`src/rtl/hazard_ctrl.sv`:
```
// hazard_ctrl: two-slot scoreboard hazard controller for the three-stage Riscv151 pipeline.
// Define HAZARD_FWD_EN to forward from X/W; without it every RAW dependency interlocks.
module hazard_ctrl (
  input  logic       clk,
  input  logic       reset,
  input  logic       stall,
  input  logic       dec_valid,
  input  logic [4:0] dec_rs1,
  input  logic [4:0] dec_rs2,
  input  logic       dec_uses_rs1,
  input  logic       dec_uses_rs2,
  input  logic [4:0] dec_rd,
  input  logic       dec_reg_we,
  input  logic       dec_is_load,
  input  logic       ex_redirect,
  output logic       bubble,
  output logic       pc_hold,
  output logic [1:0] fwd_a_sel,
  output logic [1:0] fwd_b_sel
);

  typedef enum logic {RUN, FLUSH} state_t;

  state_t     state_q, state_d;

  logic       exValid_q;
  logic [4:0] exRd_q;
  logic       exWe_q;
  logic       exLoad_q;

  // The W slot never needs its load flag: a W-stage load result is always forwardable.
  logic       wbValid_q;
  logic [4:0] wbRd_q;
  logic       wbWe_q;

  logic       exWriter, wbWriter;
  logic       matchExA, matchExB, matchWbA, matchWbB;
  logic       interlock;

  always_comb begin
    exWriter = exValid_q & exWe_q & (exRd_q != 5'd0);
    wbWriter = wbValid_q & wbWe_q & (wbRd_q != 5'd0);

    matchExA = dec_uses_rs1 & exWriter & (exRd_q == dec_rs1);
    matchExB = dec_uses_rs2 & exWriter & (exRd_q == dec_rs2);
    matchWbA = dec_uses_rs1 & wbWriter & (wbRd_q == dec_rs1);
    matchWbB = dec_uses_rs2 & wbWriter & (wbRd_q == dec_rs2);

`ifdef HAZARD_FWD_EN
    interlock = exLoad_q & (matchExA | matchExB);
`else
    interlock = matchExA | matchExB | matchWbA | matchWbB;
`endif

    bubble    = 1'b0;
    pc_hold   = 1'b0;
    fwd_a_sel = 2'd0;
    fwd_b_sel = 2'd0;
    state_d   = state_q;

    // A redirect outranks a pending interlock: the stalled instruction is wrong-path anyway.
    case (state_q)
      RUN: begin
        if (ex_redirect) begin
          bubble  = 1'b1;
          state_d = FLUSH;
        end else if (interlock) begin
          bubble  = 1'b1;
          pc_hold = 1'b1;
        end
      end
      FLUSH: begin
        bubble  = 1'b1;
        state_d = RUN;
      end
      default: state_d = RUN;
    endcase

`ifdef HAZARD_FWD_EN
    if (!bubble) begin
      fwd_a_sel = matchExA ? 2'd1 : (matchWbA ? 2'd2 : 2'd0);
      fwd_b_sel = matchExB ? 2'd1 : (matchWbB ? 2'd2 : 2'd0);
    end
`endif
  end

`ifndef HAZARD_FWD_EN
  logic unusedExLoad;
  assign unusedExLoad = exLoad_q;
`endif

  // Scoreboard shifts X into W each unstalled edge; bubbled D instructions enter X as invalid.
  always_ff @(posedge clk) begin
    if (reset) begin
      state_q   <= RUN;
      exValid_q <= 1'b0;
      exRd_q    <= 5'd0;
      exWe_q    <= 1'b0;
      exLoad_q  <= 1'b0;
      wbValid_q <= 1'b0;
      wbRd_q    <= 5'd0;
      wbWe_q    <= 1'b0;
    end else if (!stall) begin
      state_q   <= state_d;
      wbValid_q <= exValid_q;
      wbRd_q    <= exRd_q;
      wbWe_q    <= exWe_q;
      exValid_q <= dec_valid & ~bubble;
      exRd_q    <= dec_rd;
      exWe_q    <= dec_reg_we;
      exLoad_q  <= dec_is_load;
    end
  end

endmodule

```
`config.mk`:
```
export PLATFORM = sky130hd
export DESIGN_NAME = hazard_ctrl
export DESIGN_NICKNAME = d
export VERILOG_FILES = /design/src/rtl/hazard_ctrl.sv
export SDC_FILE = /design/constraint.sdc
export NUM_CORES = 1
export LEC_CHECK = 0
export ABC_AREA = 1
export CAP_MARGIN = 20
export CORE_AREA = 2 2 56 58
export DETAILED_ROUTE_END_ITERATION = 7
export DIE_AREA = 0 0 58 60
export GPL_ROUTABILITY_DRIVEN = 0
export SETUP_SLACK_MARGIN = 0.3
export SLEW_MARGIN = 20
export SYNTH_ARGS = -nofsm -noshare
export SYNTH_HDL_FRONTEND = slang
export SYNTH_SLANG_ARGS = --single-unit
```
`constraint.sdc`:
```
create_clock -name clk -period 1.2 [get_ports clk]
set_clock_uncertainty 0.05 [all_clocks]
set_input_delay 0.24 -clock clk [delete_from_list [all_inputs] [get_ports clk]]
set_output_delay 0.24 -clock clk [all_outputs]
set_load 0.02 [all_outputs]
```
# ---- Word level (Yosys, flattened, before mapping)
# Cells that the tools add are included.
dict set report totals {
  reg_bits 15
  out_inout_bits 6
  elab_cells 38
}
dict set report op_classes {
  eq_ne 4
  mux 7
  bitwise_logic 18
  reduce_logical 2
}
# cell n
set op_table {}
lappend op_table {{5-bit == test} 4}
lappend op_table {{1-bit bitwise AND} 13}
lappend op_table {{5-bit nonzero test} 2}
lappend op_table {{1-bit 2-to-1 mux} 5}
lappend op_table {{1-bit one-hot mux with 2 select lines} 2}
lappend op_table {{1-bit OR} 3}
lappend op_table {{1-bit inverter} 2}

# ---- Depth between registers and ports, before layout
# Gate-level depths: netlist of run 1.
dict set report logic_depth {
  ltp_word 12
  ltp_mapped 10
}

# ---- Worst setup path after synthesis of run 1
# Ideal clock, no wire load.
dict set report synth_timing {
  path_type {flip-flop to output port}
  start {reg exRd_q[4]}
  end {out pc_hold}
  arrival_time_ps 1171
  setup_slack_ps -261
  path_stages_with_launch 11
  cell_sequence {dfxtp_1 -> inv_2 -> nand2_1 -> nand2_1 -> nor2_2 -> nand3_2 -> nand2_1 -> nand2_1 -> nand2_1 -> inv_2 -> nor3_2}
}
dict set report synth_via {
  elab_chain_cells 10
}
# item line
set synth_rtl {}
lappend synth_rtl {{start, declared} 27} ;# logic [4:0] exRd_q;
lappend synth_rtl {{start signal, assigned} 109} ;# exRd_q <= dec_rd;
lappend synth_rtl {{5-bit nonzero test} 41} ;# exWriter = exValid_q & exWe_q & (exRd_q != 5'd0);
lappend synth_rtl {{1-bit bitwise AND} 41}
lappend synth_rtl {{1-bit bitwise AND (on tied branches) (2 in a row)} {44, 45}}
lappend synth_rtl {{1-bit OR (*) (3 in a row)} 52} ;# interlock = matchExA | matchExB | matchWbA | matchWbB;
lappend synth_rtl {{1-bit 2-to-1 mux (*)} 67} ;# end else if (interlock) begin
lappend synth_rtl {{1-bit 2-to-1 mux (*)} 64} ;# if (ex_redirect) begin
lappend synth_rtl {{1-bit 2-to-1 mux (*)} 62} ;# case (state_q)
lappend synth_rtl {{end, declared} 17} ;# output logic pc_hold,
# Every way passes the cells marked *; elsewhere a longest branch is shown, timed or not.

# ---- Worst setup path in the final report of run 1
dict set report layout_timing {
  start {reg exRd_q[2]}
  end {out bubble}
}
dict set report layout_via {
  elab_chain_cells 10
}
# item line
set layout_rtl {}
lappend layout_rtl {{5-bit nonzero test} 41}
lappend layout_rtl {{1-bit bitwise AND} 41}
lappend layout_rtl {{1-bit bitwise AND (on tied branches) (2 in a row)} {44, 45}}
lappend layout_rtl {{1-bit OR (*) (3 in a row)} 52}
lappend layout_rtl {{1-bit 2-to-1 mux (*)} 67}
lappend layout_rtl {{1-bit 2-to-1 mux (*)} 64}
lappend layout_rtl {{1-bit one-hot mux with 2 select lines (*)} 62}
lappend layout_rtl {{end, declared} 16} ;# output logic bubble,
# Marks and branches as above.

==> reports/results.ini, run 1 <==
[cts]
clock_sinks=15
clk_latency_ns=0.28
clk_pin_slew_ns=0.09
cts_tree=done
cts_hold_buf=0
cts_buffers=3
cts_max_level=1
cts-root-buf=clkbuf_4
cts_buffer_depth=2

[power]
p_leak_nw=0.7571
power_mw=1.218
power_density_nw_per_um2=808.2
irDropWorstVdd_mv=0.5625

[place]
io_buffers=24
place_inst=238
hpwlAfterDp_mm=2.030

[worst_setup_path]
path_class=reg2out
endpoint=bubble
start_kind=flip-flop
cp_max_fo=4
cp.arrival_ns=1.54
r2r_end=exValid_q
cp.required_ns=0.91
crit_chain=buf_6 > nor3_4 > nand3_1 > nand3_1 > inv_2 > nand2_2 > nand2_2 > inv_2 > nand2_4 > buf_6
r2r-start=exRd_q[2]
critical_path.startpoint=exRd_q[2]
reg2reg_slack_ns=-0.16
cpMaxStageDelayCell=dfxtp_4
slowest_delay_ns=0.37
end_kind=primary output
rr_worst_depth=9

[logic_synthesis]
avgSynthCellArea_sq_um=5.872
synth_top_area_cell=dfxtp_1
synthTopCellsByArea=dfxtp_1, nand2_1, nor2_1, a211oi_1, inv_1
synth_cells=166
yosysWarningCount=0
ys_ff_latch=15
synth.distinct_cells=21
yosysSeqAreaShare_pct=30.81
yosys.area.top_type_share_pct=30.81
netlist_area_sq_um=974.7

[drt]
vias=1135
drtAntennaViolNets=0
wl_met1_mm=1.172
drc_errors=0
via_per_inst=4.671
wl_per_cell_microns=10.37
wl_met2_mm=1.189
routed-wl-met3_microns=127
drt_iter0_markers=33
maxUsedRoutingLayer=met4
wirelength_mm=2.519
drt_pre_antenna_iters=4

[finish]
final_cells=243
drive_gt1_share_pct=30.48
syn_to_final_growth_pct=54.56
fin_util_pct=51.90
nNetsFinal=235
antennaDiodeCount=0

[die]
start_util_pct=33.58
die_area_sq_um=3480
die_h_microns=60
core_sq_um=2903
dieWidth_microns=58
io_pins=30
std_cell_rows=20

[sta]
min_period_ns=1.830
rsz0062_at_grt=true
period_share_pct=152.5
final_hold_viol_count=0
final-max-slew-violation-count=0
holdWs_ns=0.2618
finalSetupViolCount=3
fmax_ghz=0.5463
worst_slack_ns=-0.6305

[worst_hold_path]
holdCritPathClass=in2reg

[grt]
grt_pass1_vias=1079
antenna_found_initial=0
grt_max_degree=12
grt_pass1_wl_mm=4.215
grt_usage_pct=15.42
grt_overflow=0

[status]
status=finished, violations left
violations=negative setup slack

[flow_run]
drv_cap=0

==> layout make-up <==
cell class	count	area, sq um
sequential	15	320.3
tap	33	41.29
clock inverter	1	5.005
fill	290	1396
inverter	24	92.59
clock buffer	3	22.52
multi-input combinational	122	614.3
timing repair buffer	45	410.4
==> worst min-delay path by stage <==
stage	startpoint	endpoint	depth (start not counted)
5_1_grt	reset	wbWe_q	3
2_1_floorplan	reset	exRd_q[0]	1
4_1_cts	wbWe_q	wbWe_q	2
3_5_place_dp	wbWe_q	wbWe_q	2
3_3_place_gp	wbValid_q	wbValid_q	2
6_report	reset	exWe_q	3
==> synth_stat cells (all sizes together) <==
master  count
a21oi       4
nand2      56
clkinv      1
clkbuf      1
conb        1
buf         7
inv        23
a211oi     10
xor2        2
nor3        3
nor2       29
nand4       2
o21ai       5
nand3       7
dfxtp      15
==> critical path, delay by kind of cell (launching register included) <==
kind / cells / cell delay (ns)
buf+inv: 4 / 0.38
flops: 1 / 0.37
simple gates: 6 / 0.52
==> sequential cells by signal (all words and copies together), names as in the netlist <==
register and cells:
state_q 1, wbWe_q 1, exRd_q 5, wbValid_q 1, exValid_q 1, exWe_q 1
wbRd_q 5
==> logic make-up (layout without fill, tap and decap cells) <==
group | after synthesis | after routing | synth area share, %
simple gates | 97 | 97 | 40.44
buf+inv | 32 | 73 | 14.25
flops | 15 | 15 | 30.81
compound gates | 19 | 19 | 12.32
xor+xnor | 2 | 2 | 1.798
other cells | 1 | 4 | 0.3847
==> cell usage in the layout (no fill, tap or decap), types with 5 or more instances in the layout <==
cell and instances:
inv_1 13, a211oi_2 6, buf_6 8, clkdlybuf4s50_1 9, dlygate4sd2_1 12, buf_4 15, dfxtp_2 7, dfxtp_1 5
nand3_1 6, inv_2 10, nor2_1 27, nand2_1 51
==> timing repair <==
item	CTS	global route
resized for setup	34	20
setup endpoints to repair	17	10
pin swaps	6	4
buffers inserted	0	1
hold endpoints to repair	0	0
==> power breakdown <==
part	leakage, nW	internal, mW	switching, mW	total, mW
registers	0.128	0.530	0.0335	0.563
logic	0.612	0.185	0.185	0.370
clock network	0.0177	0.124	0.160	0.284
==> per-stage QoR <==
step | TNS [ns] | setup slack, ns | area (sq um)
6_report | -1.423 | -0.6305 | 1506
5_1_grt | -1.704 | -0.7534 | 1506
4_1_cts | -1.441 | -0.6609 | 1439
3_5_place_dp | -4.815 | -1.213 | 1394
3_3_place_gp | -4.403 | -1.192 | 1394
2_1_floorplan | -0.2166 | -0.1675 | 1011
==> metal layers <==
metal  vias to the layer above  GRT usage, %
li1                        602             -
met1                       501         17.82
met2                        28         28.25
met3                         4         2.165
met4                         0         6.645
met5                         -             0
Power figures use the tool's default switching activity.
==> run 2: changes to the inputs <==
--- a/config.mk
+++ b/config.mk
@@ -6,13 +6,12 @@
 export NUM_CORES = 1
 export LEC_CHECK = 0
 export ABC_AREA = 1
-export CAP_MARGIN = 20
-export CORE_AREA = 2 2 56 58
+export CORE_AREA = 2 2 52 54
 export DETAILED_ROUTE_END_ITERATION = 7
-export DIE_AREA = 0 0 58 60
+export DIE_AREA = 0 0 54 56
 export GPL_ROUTABILITY_DRIVEN = 0
+export PLACE_DENSITY = 0.73
 export SETUP_SLACK_MARGIN = 0.3
-export SLEW_MARGIN = 20
 export SYNTH_ARGS = -nofsm -noshare
 export SYNTH_HDL_FRONTEND = slang
 export SYNTH_SLANG_ARGS = --single-unit
==> reports/results.ini, run 2 (same netlist as run 1, synthesis figures left out) <==
[cts]
clk_latency_ns=0.29  ; was 0.28 ns
cts_buffers=3  ; unchanged
cts_hold_buf=0  ; unchanged
cts_buffer_depth=2  ; unchanged
clk_pin_slew_ns=0.10  ; was 0.09 ns
cts-root-buf=clkbuf_4  ; unchanged
cts_tree=done  ; unchanged
cts_max_level=1  ; unchanged
clock_sinks=15  ; unchanged

[finish]
syn_to_final_growth_pct=62.26  ; was 54.56%
final_cell_mix=nand2_1, nor2_1, buf_4  ; unchanged
finalInstanceArea_sq_um=1582  ; was 1506 sq um
biggestRegsByFlops=exRd_q (5), wbRd_q (5)  ; unchanged
drive_gt1_share_pct=35.81  ; was 30.48%
multi_input_area_sq_um=644.4  ; was 614.3 sq um
final_common_cell=nand2_1  ; unchanged
ff_latch_area_sq_um=320.3  ; unchanged
fillers=224  ; was 290
nNetsFinal=240  ; was 235
antennaDiodeCount=0  ; unchanged

[die]
io_pins=30  ; unchanged
die_h_microns=56  ; was 60 microns
dieWidth_microns=54  ; was 58 microns
std_cell_rows=18  ; was 20
die_area_sq_um=3024  ; was 3480 sq um
start_util_pct=40.07  ; was 33.58%
core_sq_um=2432  ; was 2903 sq um

[drt]
wirelength_mm=2.732  ; was 2.519 mm
drc_errors=0  ; unchanged
vias=1199  ; was 1,135
drt_iter0_markers=22  ; was 33
drt_pre_antenna_iters=4  ; unchanged
drtAntennaViolNets=0  ; unchanged
via_per_inst=4.894  ; was 4.671
wl_per_cell_microns=11.15  ; was 10.37 microns

[worst_setup_path]
end_kind=primary output  ; unchanged
path_class=reg2out  ; unchanged
cp_max_fo=5  ; was 4
critical_path.startpoint=exRd_q[4]  ; was exRd_q[2]
cp.arrival_ns=1.60  ; was 1.54 ns
r2r-start=exRd_q[4]  ; was exRd_q[2]
cp.required_ns=0.91  ; about the same
start_kind=flip-flop  ; unchanged

[grt]
grt_overflow=0  ; unchanged
grt_pass1_vias=1136  ; was 1,079
grt_pass1_wl_mm=4.505  ; was 4.215 mm
grt_usage_pct=19.51  ; was 15.42%
grt_max_degree=16  ; was 12
antenna_found_initial=0  ; unchanged

[status]
status=finished, violations left  ; unchanged
violations=negative setup slack  ; unchanged

[power]
p_leak_nw=0.7788  ; was 0.7571 nW
power_density_nw_per_um2=800.6  ; was 808.2 nW/um^2
irDropWorstVdd_mv=0.5325  ; was 0.5625 mV

[sta]
min_period_ns=1.893  ; was 1.830 ns
final_hold_viol_count=0  ; unchanged
rsz0062_at_grt=true  ; unchanged
final-max-slew-violation-count=0  ; unchanged
worst_slack_ns=-0.6931  ; was -0.6305 ns
period_share_pct=157.8  ; was 152.5%
fmax_ghz=0.5282  ; was 0.5463 GHz
finalSetupViolCount=3  ; unchanged

[flow_run]
drv_cap=0  ; unchanged

[worst_hold_path]
holdCritPathClass=in2reg  ; unchanged
hp-start=reset  ; unchanged

[place]
hpwlAfterDp_mm=1.940  ; was 2.030 mm
io_buffers=24  ; unchanged
placed_area_sq_um=1403  ; was 1394 sq um
place_ws_ns=-1.212  ; was -1.213 ns

[run 2: report_power, final]
group          total (mW)  switching, mW  internal, mW
clock               0.292          0.168         0.124
combinational       0.410          0.205         0.205
sequential          0.564         0.0343         0.530
total                1.27          0.407         0.859
[run 2: final timing paths]
| kind | cells past startpoint | to | slack [ns] |
|---|---|---|---|
| hold / removal | 3 | exRd_q[2] | 0.38 |
| hold reg to reg | 2 | wbWe_q | 0.43 |
| setup reg to reg | 13 | exValid_q | -0.51 |
| setup / recovery | 11 | pc_hold | -0.69 |
[run 2: routing by layer]
layer	part of all wire [%]	wire length [microns]	GRT usage, %	vias to the layer above
met5	0	0	0	-
met4	1.9	53	7.500	0
met3	3.7	101	1.882	6
met2	50	1361	33.10	34
met1	44	1215	24.58	551
li1	-	-	-	608
[run 2: what timing repair did]
item,CTS,global route
gates resized for setup,45,19
gates cloned,1,0
setup buffers,4,1
pin swaps,5,6
setup endpoints to repair,17,12
[run 2: area by class of cell]
cell class	instances	share of cell area [%]
Clock buffer	3	1.424
Clock inverter	1	0.3165
Timing Repair Buffer	50	28.96
Sequential cell	15	20.25
Multi-Input combinational cell	122	40.74
Tap cell	30	2.373
Inverter	24	5.934
[run 2: worst max-delay path: stages, from the launching register on]
cell and delay (ns):
dfxtp_4 0.41, inv_4 0.05, nand2_2 0.05, nand2_2 0.06, nor2_1 0.11, nand3_1 0.11, nand2_2 0.09, nand2_2 0.06
nand2_2 0.06, inv_2 0.05, nor3_4 0.11, buf_6 0.14
[run 2: per-stage QoR]
stage	power (mW)	setup TNS, ns	hold slack, ns	utilization [%]	std cells
2_1_floorplan	0.7563	-0.2166	0.2610	-	169
3_5_place_dp	0.9386	-4.490	0.4068	57.66	235
4_1_cts	1.252	-1.642	0.3581	62.19	244
6_report	1.266	-1.836	0.3817	65.02	245
5_1_grt	1.350	-2.097	0.3690	65.02	245
3_3_place_gp	0.9307	-4.048	0.4015	57.66	235
